File: src/rtl/uart_nco_pkg.sv
// Shared defaults and the increment calculator for the UART NCO baud generator.
// calc_inc rounds baud*os_rate*2^acc_w/f_clk to the nearest integer increment.
package uart_nco_pkg;

  localparam int          ACC_W_DEF       = 32;
  localparam int          OS_RATE_DEF     = 16;
  localparam logic [31:0] INC_DEFAULT_DEF = 32'd6597070;

  function automatic longint unsigned calc_inc(input longint unsigned f_clk,
                                               input longint unsigned baud,
                                               input longint unsigned os_rate,
                                               input int unsigned     acc_w);
    longint unsigned num;
    num = (baud * os_rate) << acc_w;
    return (num + (f_clk >> 1)) / f_clk;
  endfunction

endpackage

File: src/rtl/uart_nco_baud_gen_if.sv
// Control/status bundle between a UART bit engine (master) and the NCO baud generator (slave).
// The resync strobe exists only when UART_NCO_RESYNC_EN is defined.
interface uart_nco_baud_gen_if
  import uart_nco_pkg::*;
#(
  parameter int ACC_W = ACC_W_DEF
);

  logic             en;
  logic [ACC_W-1:0] inc_in;
  logic             inc_load;
`ifdef UART_NCO_RESYNC_EN
  logic             resync;
`endif
  logic             os_tick;
  logic             bit_tick;
  logic             nco_clk;
  logic [ACC_W-1:0] inc_active;
  logic             inc_pending;

`ifdef UART_NCO_RESYNC_EN
  modport master (output en, inc_in, inc_load, resync,
                  input  os_tick, bit_tick, nco_clk, inc_active, inc_pending);
  modport slave  (input  en, inc_in, inc_load, resync,
                  output os_tick, bit_tick, nco_clk, inc_active, inc_pending);
`else
  modport master (output en, inc_in, inc_load,
                  input  os_tick, bit_tick, nco_clk, inc_active, inc_pending);
  modport slave  (input  en, inc_in, inc_load,
                  output os_tick, bit_tick, nco_clk, inc_active, inc_pending);
`endif

endinterface

File: src/rtl/uart_nco_phase_acc.sv
// Phase accumulator with shadowed increment; carry is combinational for the current edge.
// The shadow moves to the active increment only on an overflow, while idle, or while stalled at zero.
module uart_nco_phase_acc
  import uart_nco_pkg::*;
#(
  parameter int               ACC_W       = ACC_W_DEF,
  parameter logic [ACC_W-1:0] INC_DEFAULT = ACC_W'(INC_DEFAULT_DEF)
) (
  input  logic             clk,
  input  logic             rst_n,
  input  logic             en,
  input  logic             clr,
  input  logic [ACC_W-1:0] inc_in,
  input  logic             inc_load,
  output logic             carry,
  output logic             acc_msb,
  output logic [ACC_W-1:0] inc_active,
  output logic             inc_pending
);

  logic [ACC_W-1:0] acc_q;
  logic [ACC_W-1:0] shadow_q;
  logic [ACC_W-1:0] active_q;
  logic             pending_q;
  logic [ACC_W:0]   sum;
  logic             xfer;

  assign sum   = {1'b0, acc_q} + {1'b0, active_q};
  assign carry = en & sum[ACC_W];
  // Swapping only at a period boundary keeps the tick train free of short periods.
  assign xfer  = pending_q & (carry | ~en | (active_q == '0));

  always_ff @(posedge clk or negedge rst_n) begin
    if (!rst_n) begin
      acc_q     <= '0;
      shadow_q  <= INC_DEFAULT;
      active_q  <= INC_DEFAULT;
      pending_q <= 1'b0;
    end else begin
      if (clr) begin
        acc_q <= '0;
      end else if (en) begin
        acc_q <= sum[ACC_W-1:0];
      end
      if (inc_load) begin
        shadow_q <= inc_in;
      end
      if (xfer) begin
        active_q <= shadow_q;
      end
      if (inc_load) begin
        pending_q <= 1'b1;
      end else if (xfer) begin
        pending_q <= 1'b0;
      end
    end
  end

  assign acc_msb     = acc_q[ACC_W-1];
  assign inc_active  = active_q;
  assign inc_pending = pending_q;

endmodule

File: src/rtl/uart_nco_baud_gen.sv
// NCO baud generator: oversample tick per overflow, bit tick every OS_RATE overflows, NCO clock.
// Define UART_NCO_RESYNC_EN to add the resync strobe that restarts phase at mid-bit.
module uart_nco_baud_gen
  import uart_nco_pkg::*;
#(
  parameter int               ACC_W       = ACC_W_DEF,
  parameter int               OS_RATE     = OS_RATE_DEF,
  parameter logic [ACC_W-1:0] INC_DEFAULT = ACC_W'(INC_DEFAULT_DEF)
) (
  input  logic                clk,
  input  logic                rst_n,
  uart_nco_baud_gen_if.slave  bus
);

  localparam int               CNT_W    = $clog2(OS_RATE);
  localparam logic [CNT_W-1:0] CNT_LAST = CNT_W'(OS_RATE - 1);
  localparam logic [CNT_W-1:0] CNT_MID  = CNT_W'(OS_RATE / 2);

  logic             carry;
  logic             acc_msb;
  logic             clr;
  logic [ACC_W-1:0] inc_active;
  logic             inc_pending;
  logic [CNT_W-1:0] os_cnt_q;
  logic             os_tick_q;
  logic             bit_tick_q;

`ifdef UART_NCO_RESYNC_EN
  assign clr = bus.resync;
`else
  assign clr = 1'b0;
`endif

  uart_nco_phase_acc #(
    .ACC_W       (ACC_W),
    .INC_DEFAULT (INC_DEFAULT)
  ) u_phase_acc (
    .clk         (clk),
    .rst_n       (rst_n),
    .en          (bus.en),
    .clr         (clr),
    .inc_in      (bus.inc_in),
    .inc_load    (bus.inc_load),
    .carry       (carry),
    .acc_msb     (acc_msb),
    .inc_active  (inc_active),
    .inc_pending (inc_pending)
  );

  // Restarting at OS_RATE/2 puts the first bit tick half a bit after the start edge.
  always_ff @(posedge clk or negedge rst_n) begin
    if (!rst_n) begin
      os_cnt_q   <= '0;
      os_tick_q  <= 1'b0;
      bit_tick_q <= 1'b0;
    end else if (clr) begin
      os_cnt_q   <= CNT_MID;
      os_tick_q  <= 1'b0;
      bit_tick_q <= 1'b0;
    end else begin
      os_tick_q  <= carry;
      bit_tick_q <= carry && (os_cnt_q == CNT_LAST);
      if (carry) begin
        os_cnt_q <= (os_cnt_q == CNT_LAST) ? '0 : os_cnt_q + 1'b1;
      end
    end
  end

  assign bus.os_tick     = os_tick_q;
  assign bus.bit_tick    = bit_tick_q;
  assign bus.nco_clk     = acc_msb;
  assign bus.inc_active  = inc_active;
  assign bus.inc_pending = inc_pending;

endmodule

File: src/flat_wrapper.sv
// flat-port wrapper written by rule: the top's interface ports become plain ports
module uart_nco_baud_gen_flat import uart_nco_pkg::*;
#(
  parameter int               ACC_W       = ACC_W_DEF,
  parameter int               OS_RATE     = OS_RATE_DEF,
  parameter logic [ACC_W-1:0] INC_DEFAULT = ACC_W'(INC_DEFAULT_DEF)
)
  (clk, rst_n, bus_en, bus_inc_in, bus_inc_load, bus_os_tick, bus_bit_tick, bus_nco_clk, bus_inc_active, bus_inc_pending);
  uart_nco_baud_gen_if #(.ACC_W(ACC_W)) bus_i ();
  input  logic clk;
  input  logic rst_n;
  input wire logic [$bits(bus_i.en)-1:0] bus_en;
  input wire logic [$bits(bus_i.inc_in)-1:0] bus_inc_in;
  input wire logic [$bits(bus_i.inc_load)-1:0] bus_inc_load;
  output wire logic [$bits(bus_i.os_tick)-1:0] bus_os_tick;
  output wire logic [$bits(bus_i.bit_tick)-1:0] bus_bit_tick;
  output wire logic [$bits(bus_i.nco_clk)-1:0] bus_nco_clk;
  output wire logic [$bits(bus_i.inc_active)-1:0] bus_inc_active;
  output wire logic [$bits(bus_i.inc_pending)-1:0] bus_inc_pending;
  assign bus_i.en = bus_en;
  assign bus_i.inc_in = bus_inc_in;
  assign bus_i.inc_load = bus_inc_load;
  assign bus_os_tick = bus_i.os_tick;
  assign bus_bit_tick = bus_i.bit_tick;
  assign bus_nco_clk = bus_i.nco_clk;
  assign bus_inc_active = bus_i.inc_active;
  assign bus_inc_pending = bus_i.inc_pending;
  uart_nco_baud_gen #(.ACC_W(ACC_W), .OS_RATE(OS_RATE), .INC_DEFAULT(INC_DEFAULT)) u_core (.clk(clk), .rst_n(rst_n), .bus(bus_i));
endmodule
File: config.mk
export PLATFORM = sky130hd
export DESIGN_NAME = uart_nco_baud_gen_flat
export DESIGN_NICKNAME = d
export VERILOG_FILES = /design/src/rtl/uart_nco_pkg.sv /design/src/rtl/uart_nco_baud_gen_if.sv /design/src/rtl/uart_nco_phase_acc.sv /design/src/rtl/uart_nco_baud_gen.sv /design/src/flat_wrapper.sv
export SDC_FILE = /design/constraint.sdc
export NUM_CORES = 1
export LEC_CHECK = 0
export BUFFER_PORTS_ARGS = -buffer_cell sky130_fd_sc_hd__buf_2
export CAP_MARGIN = 20
export CORE_ASPECT_RATIO = 1.4
export CORE_MARGIN = 5
export CORE_UTILIZATION = 50
export DETAILED_ROUTE_END_ITERATION = 10
export GPL_TIMING_DRIVEN = 0
export PLACE_DENSITY = 0.67
export SYNTH_ARGS = -nofsm -noshare
export SYNTH_HDL_FRONTEND = slang
export SYNTH_SLANG_ARGS = --single-unit
File: constraint.sdc
create_clock -name clk -period 4.4 [get_ports clk]
set_input_delay 0.22 -clock clk [delete_from_list [all_inputs] [get_ports clk]]
set_output_delay 0.22 -clock clk [all_outputs]
set_load 0.02 [all_outputs]
Word-level counts from Yosys, hierarchy flattened
Index checks and enable logic that the tools add are counted.
{ "word_totals": {"output_inout_bits": 36, "register_bits": 103, "elab_cells": 21, "input_bits": 36} }
{ "op_classes": {"addsub": 2, "reduce_logical": 3, "eq_ne": 1, "n_mux": 3, "n_bitwise": 5} }
{ "op_table": {"columns": ["op", "count"], "rows": [
  ["$add A32 B32 Y33", 1],
  ["$logic_not A32 Y1", 1],
  ["$add A4 B1 Y4 const B", 1],
  ["$eq A4 B4 Y1 const B", 1],
  ["$mux W4", 1],
  ["$and A1 B1 Y1", 2],
  ["$mux W1", 2],
  ["$or A1 B1 Y1", 2],
  ["$reduce_bool A2 Y1", 1],
  ["$logic_and A1 B1 Y1", 1],
  ["$not A1 Y1", 1]
]} }

Depth between registers and ports, before layout
Gate-level depths: netlist (run 1).
{ "logic_depth": {"depth_word": 7, "ltp_mapped": 12, "depth_no_buf": 10} }

Modules after synthesis
A second synthesis (run 1) with hierarchy kept.
{ "hier_totals": {"hier_cells": 524, "area_unflattened_um2": 5888.1} }
{ "modules_own_cells": {"columns": ["module", "instances", "seq_area_each_um2", "cells_each", "area_per_inst_um2"], "rows": [
  ["uart_nco_phase_acc", 1, 2457.4, 505, 5640.4],
  ["uart_nco_baud_gen", 1, 150.1, 19, 247.7]
]} }

Worst setup path after synthesis (run 1)
OpenSTA, ideal clock, no wires.
{ "synth_timing": {"path_type": "register to register", "startpoint": "register u_core.u_phase_acc.active_q[0], in the netlist u_core.u_phase_acc.inc_active[0]", "endpoint": "register u_core.u_phase_acc.active_q[10], in the netlist u_core.u_phase_acc.inc_active[10]", "path_buffers": 2, "stages_incl_launch_ff": 13, "synth_period_minus_slack_ps": 3163, "setup_ps": 125, "required_ps": 4275, "setup_slack_ps": 1237, "arrival_ps": 3038, "cell_sequence": "dfrtp_1 ha_1 fa_1 a21o_1 a221o_1 o2111a_1 o21ai_2 o21ai_2 a311oi_2 nor2b_1 buf_6 buf_6 mux2_4"} }
{ "synth_via": {"elab_chain_cells": 5, "word_cells_on_any_way": 6, "cone_classes": "add/sub: 1; bitwise: 4; reduce/logical: 1"} }
{ "synth_rtl": {"columns": ["element", "line", "rtl"], "rows": [
  ["start, declared", "uart_nco_phase_acc.sv:23", "logic [ACC_W-1:0] active_q;"],
  ["start signal, assigned", "uart_nco_phase_acc.sv:49", "active_q <= shadow_q;"],
  ["$add A32 B32 Y33", "uart_nco_phase_acc.sv:28", "assign sum = {1'b0, acc_q} + {1'b0, active_q};"],
  ["$and A1 B1 Y1", "uart_nco_phase_acc.sv:29", "assign carry = en & sum[ACC_W];"],
  ["$or A1 B1 Y1", "uart_nco_phase_acc.sv:31", "assign xfer = pending_q & (carry | ~en | (active_q == '0));"],
  ["$or A1 B1 Y1 *", "uart_nco_phase_acc.sv:31", null],
  ["$and A1 B1 Y1 *", "uart_nco_phase_acc.sv:31", null]
]} }
Every way passes the cells marked *; elsewhere a longest branch is shown, timed or not.
A chain may end at the register's enable or synchronous reset.

Worst setup path after layout (run 1)
{ "layout_timing": {"startpoint": "register u_core.u_phase_acc.active_q[0], in the netlist u_core.u_phase_acc.inc_active[0]", "endpoint": "register u_core.u_phase_acc.active_q[14], in the netlist u_core.u_phase_acc.inc_active[14]"} }
The elaborated chain is that of the path after synthesis.

==> flow_metrics.tcl, run 1 <==
set metrics [dict create \
    whs_path_depth 2 \
    crit_path_start_kind "flip-flop" \
    ys_seq_area_share_pct 44.43 \
    cts_buffer_depth 2 \
    reg2reg_slack_ns 0.97 \
    hold_path_class "primary input to flip-flop" \
    setup_viol 0 \
    num-fill-cells 961 \
    layout_common_cells "dfrtp_1 (79), buf_2 (68), mux2_2 (57), a21oi_1 (38), ha_1 (33)" \
    path_buf_inv 2 \
    gp_congestion 0.9109 \
    vias 4297 \
    outcome "finished clean" \
    cts-root-buf "clkbuf_16" \
    synth_edf_count 0 \
    synth_nets 584 \
    antenna_found_initial 0 \
    rsz0062_at_grt "false" \
    r2r_cells 12 \
    clkLatencyLatePin_ns 0.34 \
    grt_pass1_wl_um 22610 \
    routed_wl_um 13680 \
    max_cap_viol_count 0 \
    cts_buffers 9 \
    grt_max_degree 63 \
    seq_area_um2 2608 \
    routed_via_density 5.768 \
    dieHeight_um 138.2 \
    maxSlewHeadroom_pct 34.14 \
    finalCriticalPeriod_ns 3.433 \
    post_cts_buffers 0 \
    regToRegEndpoint "u_core.u_phase_acc.inc_active[14]" \
    dr.pass1.iters 4 \
    ys_types 48 \
    cts_resized 0 \
    cpMaxStageDelayCell "dfrtp_1" \
    yosysTopAreaCell "dfrtp_1" \
    hold_end "u_core.u_phase_acc.shadow_q[12]" \
    numPortBuffers 69 \
    path_max_fanout 10 \
    multi_input_comb_area_um2 3097 \
    htree_levels 3 \
    post-dp-hpwl_um 10530 \
    boundaryPins 72 \
    grt.total_usage_pct 20.23 \
    die_area_um2 14040 \
    drive_gt1_share_pct 34.61 \
    cp-end-kind "flip-flop" \
    crit_family "compound AO/OA/AOI/OAI gates" \
    crit_chain "ha_1 > fa_1 > a21o_1 > a221o_1 > o2111a_1 > o21ai_2 > o21ai_2 > a311oi_2 > nor2b_1 > buf_6 > buf_6 > mux2_4" \
    antenna_cells 0 \
    drcViolationCount 0 \
    fin_crit_sh_pct 78.02 \
    syn_inst 514 \
    dr.first_iter.drc_count 181 \
    final_hold_viol_count 0 \
    overflow 0 \
    grt_pass1_vias 4487 \
    syn_area_per_cell_um2 11.42 \
    postRouteAntennaNets 0 \
    yosys-top-cells-area "dfrtp_1 (34%), mux2_2 (11%), dfstp_2 (11%)" \
    cts.clk_slew.worst_paths_ns 0.07 \
    arrival_ns 3.66 \
    skew_ns 0.007961 \
    wl_per_cell_um 18.36 \
    final_max_slew_viol_count 0 \
    core_um2 11400 \
    hold_buffers 1 \
    final_common_cell "dfrtp_1" \
    cts_tree "yes" \
    clock.fmax_ghz 0.2913 \
    synthesis.area_um2 5869 \
    max_stage_delay_ns 0.41 \
    start_util_pct 51.50 \
    syn2layout_area_growth_pct 14.65 \
    numClockSinks 103 \
    fin_setup_tns_ns 0 \
    yosysWarnings 0 \
    synthArstFlopShare_pct 100.0 \
    synthFlopType "dfrtp_1" \
    nets 666 \
    tightest_slew_ns 0.9629 \
    synth_top_area_share_pct 33.68 \
    rows 46 \
    reg2reg_from "u_core.u_phase_acc.inc_active[0]" \
    cp_data_required_time_ns 4.63 \
    path_class "flip-flop to flip-flop" \
    die_w_um 101.6 \
    min_from "bus_inc_in[12]" \
    ys_ff_latch 103 \
]
## registers in the layout (all words and copies together) (netlist names)
register                        count
u_core.u_phase_acc.acc_q           32
u_core.u_phase_acc.inc_active      32
u_core.u_phase_acc.shadow_q        32
u_core.os_cnt_q                     4
u_core.bus.bit_tick                 1
u_core.bus.os_tick                  1
u_core.u_phase_acc.inc_pending      1
## worst register-to-register path: stages (launching register included)
cell	delay, ns
dfrtp_1	0.41
ha_1	0.24
fa_1	0.41
a21o_1	0.20
a221o_1	0.35
o2111a_1	0.28
o21ai_2	0.20
o21ai_2	0.14
a311oi_2	0.36
nor2b_1	0.10
buf_6	0.15
buf_6	0.17
mux2_4	0.31
## cell type report
class / instances / area share (%)
Inverter: 12 / 0.6694
Buffer: 24 / 1.785
Clock inverter: 5 / 0.6136
Tap cell: 144 / 2.678
Multi-Input combinational cell: 375 / 46.02
Timing Repair Buffer: 71 / 5.727
Sequential cell: 103 / 38.75
Clock buffer: 11 / 3.756
## Yosys cell counts (all sizes together) (5+ instances only)
| library cell | n |
|---|---|
| xor2 | 11 |
| buf | 6 |
| o21bai | 5 |
| nand2 | 25 |
| o21a | 7 |
| ha | 33 |
| nor3 | 8 |
| inv | 12 |
| nand4 | 11 |
| mux2 | 87 |
| a31oi | 6 |
| a21oi | 38 |
| o21ai | 21 |
| xnor2 | 17 |
| a21o | 18 |
| dfrtp | 79 |
| clkbuf | 18 |
| nand3 | 7 |
| nor2 | 19 |
| nor4 | 8 |
| nor2b | 5 |
| o31ai | 5 |
| and2 | 6 |
| dfstp | 24 |
## cell families (layout without fill, tap and decap cells)
family	Yosys count	count (layout)	synth area share, %
AO/OA/AOI/OAI	126	126	14.05
flip-flops	103	103	44.43
AND/OR/NAND/NOR	100	100	8.548
multiplexers	87	87	18.61
buffers and inverters	36	123	2.814
adder cells (fa/ha/maj)	34	34	7.376
XOR/XNOR	28	28	4.178
## how the worst max path moves through the flow
stage / slack (ns) / depth (start not counted) / from / end
floorplan: 1.24 / 12 / u_core.u_phase_acc.inc_active[0] / u_core.u_phase_acc.inc_active[10]
global route: 0.82 / 12 / u_core.u_phase_acc.inc_active[0] / u_core.u_phase_acc.inc_active[27]
finish: 0.97 / 12 / u_core.u_phase_acc.inc_active[0] / u_core.u_phase_acc.inc_active[14]
global placement: 1.00 / 12 / u_core.u_phase_acc.inc_active[0] / u_core.u_phase_acc.inc_active[17]
detailed placement: 0.96 / 12 / u_core.u_phase_acc.inc_active[0] / u_core.u_phase_acc.inc_active[14]
CTS: 0.94 / 12 / u_core.u_phase_acc.inc_active[0] / u_core.u_phase_acc.inc_active[14]
## routing by layer
metal	global-route usage [%]	up-vias	share of wire [%]
met5	0	-	0
met4	7.843	0	2.5
met3	3.825	21	4.6
met2	35.31	97	53
met1	24.15	2115	39
li1	-	2064	-
## metrics by stage
step                      instances  hold WS [ns]  instance area, um2  setup WS (ns)  util, %
after floorplan                 514      -0.07559                5869          1.237        -
after global placement          727        0.4515                6395          1.002    56.12
after detailed placement        728        0.2428                6425         0.9616    56.38
after CTS                       745       0.08947                6729         0.9408    59.05
after global routing            745       0.09668                6729         0.8217    59.05
final                           745        0.1041                6729         0.9673    59.05
Power of run 1 is left out: the tool's default activity adds up to more than one toggle a clock period on the data nets, which glitch-free logic cannot reach.
==> run 2: changes to the inputs <==
==> constraint.sdc (replaced) <==
create_clock -name clk -period 3.5 [get_ports clk]
set_input_delay 0.175 -clock clk [delete_from_list [all_inputs] [get_ports clk]]
set_output_delay 0.175 -clock clk [all_outputs]
set_load 0.02 [all_outputs]
==> run 2 against run 1 <==
Compared with the run above:
- cell count grew 0.27%
- count of clock-buffer cells in the layout stayed put
- hold slack worse by 0.044 ns
- register-to-register slack worse by 0.81 ns
- design area increased by 0.37%
- routed wire length rose by 0.84%
- clock skew about the same
- first-iteration DRC count is 8.3% lower
- core utilization up 0.22 points
- die area unchanged
- flip-flop and latch count did not move
- setup slack got worse by 0.81 ns
==> flow_metrics.tcl, run 2 (synthesis gave the netlist of run 1 again) <==
set metrics [dict create \
    final_hold_viol_count 0 \
    drcViolationCount 0 \
    regToRegEndpoint "u_core.u_phase_acc.inc_active[14]" \
    path_class "flip-flop to flip-flop" \
    cp_data_required_time_ns 3.73 \
    place_area_um2 6425 \
    seq_area_um2 2608 \
    fin_setup_tns_ns 0 \
    maxSlewHeadroom_pct 34.80 \
    whs_path_depth 2 \
    crit_family "compound AO/OA/AOI/OAI gates" \
    routed_wl_um 13790 \
    numPortBuffers 69 \
    finalCriticalPeriod_ns 3.342 \
    setup_viol 0 \
    reg2reg_slack_ns 0.16 \
    layout_common_cells "dfrtp_1 (79), buf_2 (68), mux2_2 (57), a21oi_1 (38), ha_1 (33)" \
    grt_max_degree 63 \
    dieHeight_um 138.2 \
    postRouteAntennaNets 0 \
    max_cap_viol_count 0 \
    clock.fmax_ghz 0.2992 \
    hold_end "u_core.u_phase_acc.shadow_q[3]" \
    post-route-util_pct 59.27 \
    grt.total_usage_pct 20.23 \
    min_from "bus_inc_in[3]" \
    rsz0062_at_grt "false" \
    cp-end-kind "flip-flop" \
    cpMaxStageDelayCell "dfrtp_1" \
    dr.first_iter.drc_count 166 \
    cts-root-buf "clkbuf_16" \
    syn2layout_area_growth_pct 15.07 \
    gp_congestion 0.9109 \
    fin_crit_sh_pct 95.49 \
    drive_gt1_share_pct 34.99 \
    crit_path_start_kind "flip-flop" \
    reg2reg_from "u_core.u_phase_acc.inc_active[0]" \
    grt_pass1_vias 4487 \
    multi_input_comb_area_um2 3107 \
    crit_start "u_core.u_phase_acc.inc_active[0]" \
    start_util_pct 51.50 \
    cts_tree "yes" \
    skew_ns 0.007606 \
    fin_ws_ns 0.1577 \
    antenna_found_initial 0 \
    cts.clk_slew.worst_paths_ns 0.07 \
    die_w_um 101.6 \
    dp_slack_ns 0.06156 \
    max_stage_delay_ns 0.41 \
    rows 46 \
    routed_via_density 5.790 \
    nets 668 \
    clkLatencyLatePin_ns 0.34 \
    vias 4325 \
    path_buf_inv 2 \
    numClockSinks 103 \
    die_area_um2 14040 \
    cts_buffer_depth 2 \
    core_um2 11400 \
    antenna_cells 0 \
    r2r_cells 12 \
    dr.pass1.iters 4 \
    path_max_fanout 10 \
    cts_buffers 9 \
    wl_per_cell_um 18.46 \
    tightest_slew_ns 0.9534 \
    crit_chain "ha_1 > fa_2 > a21o_1 > a221o_1 > o2111a_1 > o21ai_2 > o21ai_4 > a311oi_2 > nor2b_1 > buf_6 > buf_6 > mux2_4" \
    grt_pass1_wl_um 22610 \
    final_common_cell "dfrtp_1" \
    arrival_ns 3.57 \
    worst_path_most_repeated_cell "buf_6" \
    hold_path_class "primary input to flip-flop" \
    num-fill-cells 957 \
    final_area_um2 6754 \
    post-dp-hpwl_um 10530 \
    boundaryPins 72 \
    overflow 0 \
    final_max_slew_viol_count 0 \
    outcome "finished clean" \
    htree_levels 3 \
]
run 2: timing repair:
action / 4_1_cts / 5_1_grt
hold buffers: 1 / 0
gates resized for setup: 0 / 2
setup buffers: 0 / 2
endpoints found under the setup margin: 0 / 30
endpoints found under the hold margin: 25 / 0
run 2: how the worst max path moves through the flow:
stage               depth (start not counted)                                end
floorplan                                  12  u_core.u_phase_acc.inc_active[10]
global route                               12  u_core.u_phase_acc.inc_active[27]
detailed placement                         12  u_core.u_phase_acc.inc_active[14]
CTS                                        12  u_core.u_phase_acc.inc_active[14]
global placement                           12  u_core.u_phase_acc.inc_active[17]
finish                                     12  u_core.u_phase_acc.inc_active[14]
run 2: layout make-up:
class | count | area share [%]
inverters | 12 | 0.6669
clock buffers | 11 | 3.742
repair buffers | 73 | 5.928
flip-flops and latches | 103 | 38.61
plain buffers | 24 | 1.778
well taps | 144 | 2.668
clock inverters | 5 | 0.6113
multi-input cells | 375 | 46.00
run 2: metrics by stage:
stage | instances | hold slack (ns)
global placement | 727 | 0.4065
finish | 747 | 0.05976
detailed placement | 728 | 0.1978
CTS | 745 | 0.04447
global route | 747 | 0.05168
floorplan | 514 | -0.1206
run 2: metal layers:
layer / share of wire, % / GRT usage (%)
met1: 40 / 24.15
met2: 53 / 35.31
met3: 4.1 / 3.825
met4: 2.9 / 7.843
met5: 0 / 0
Power of run 2 is left out for the same reason.
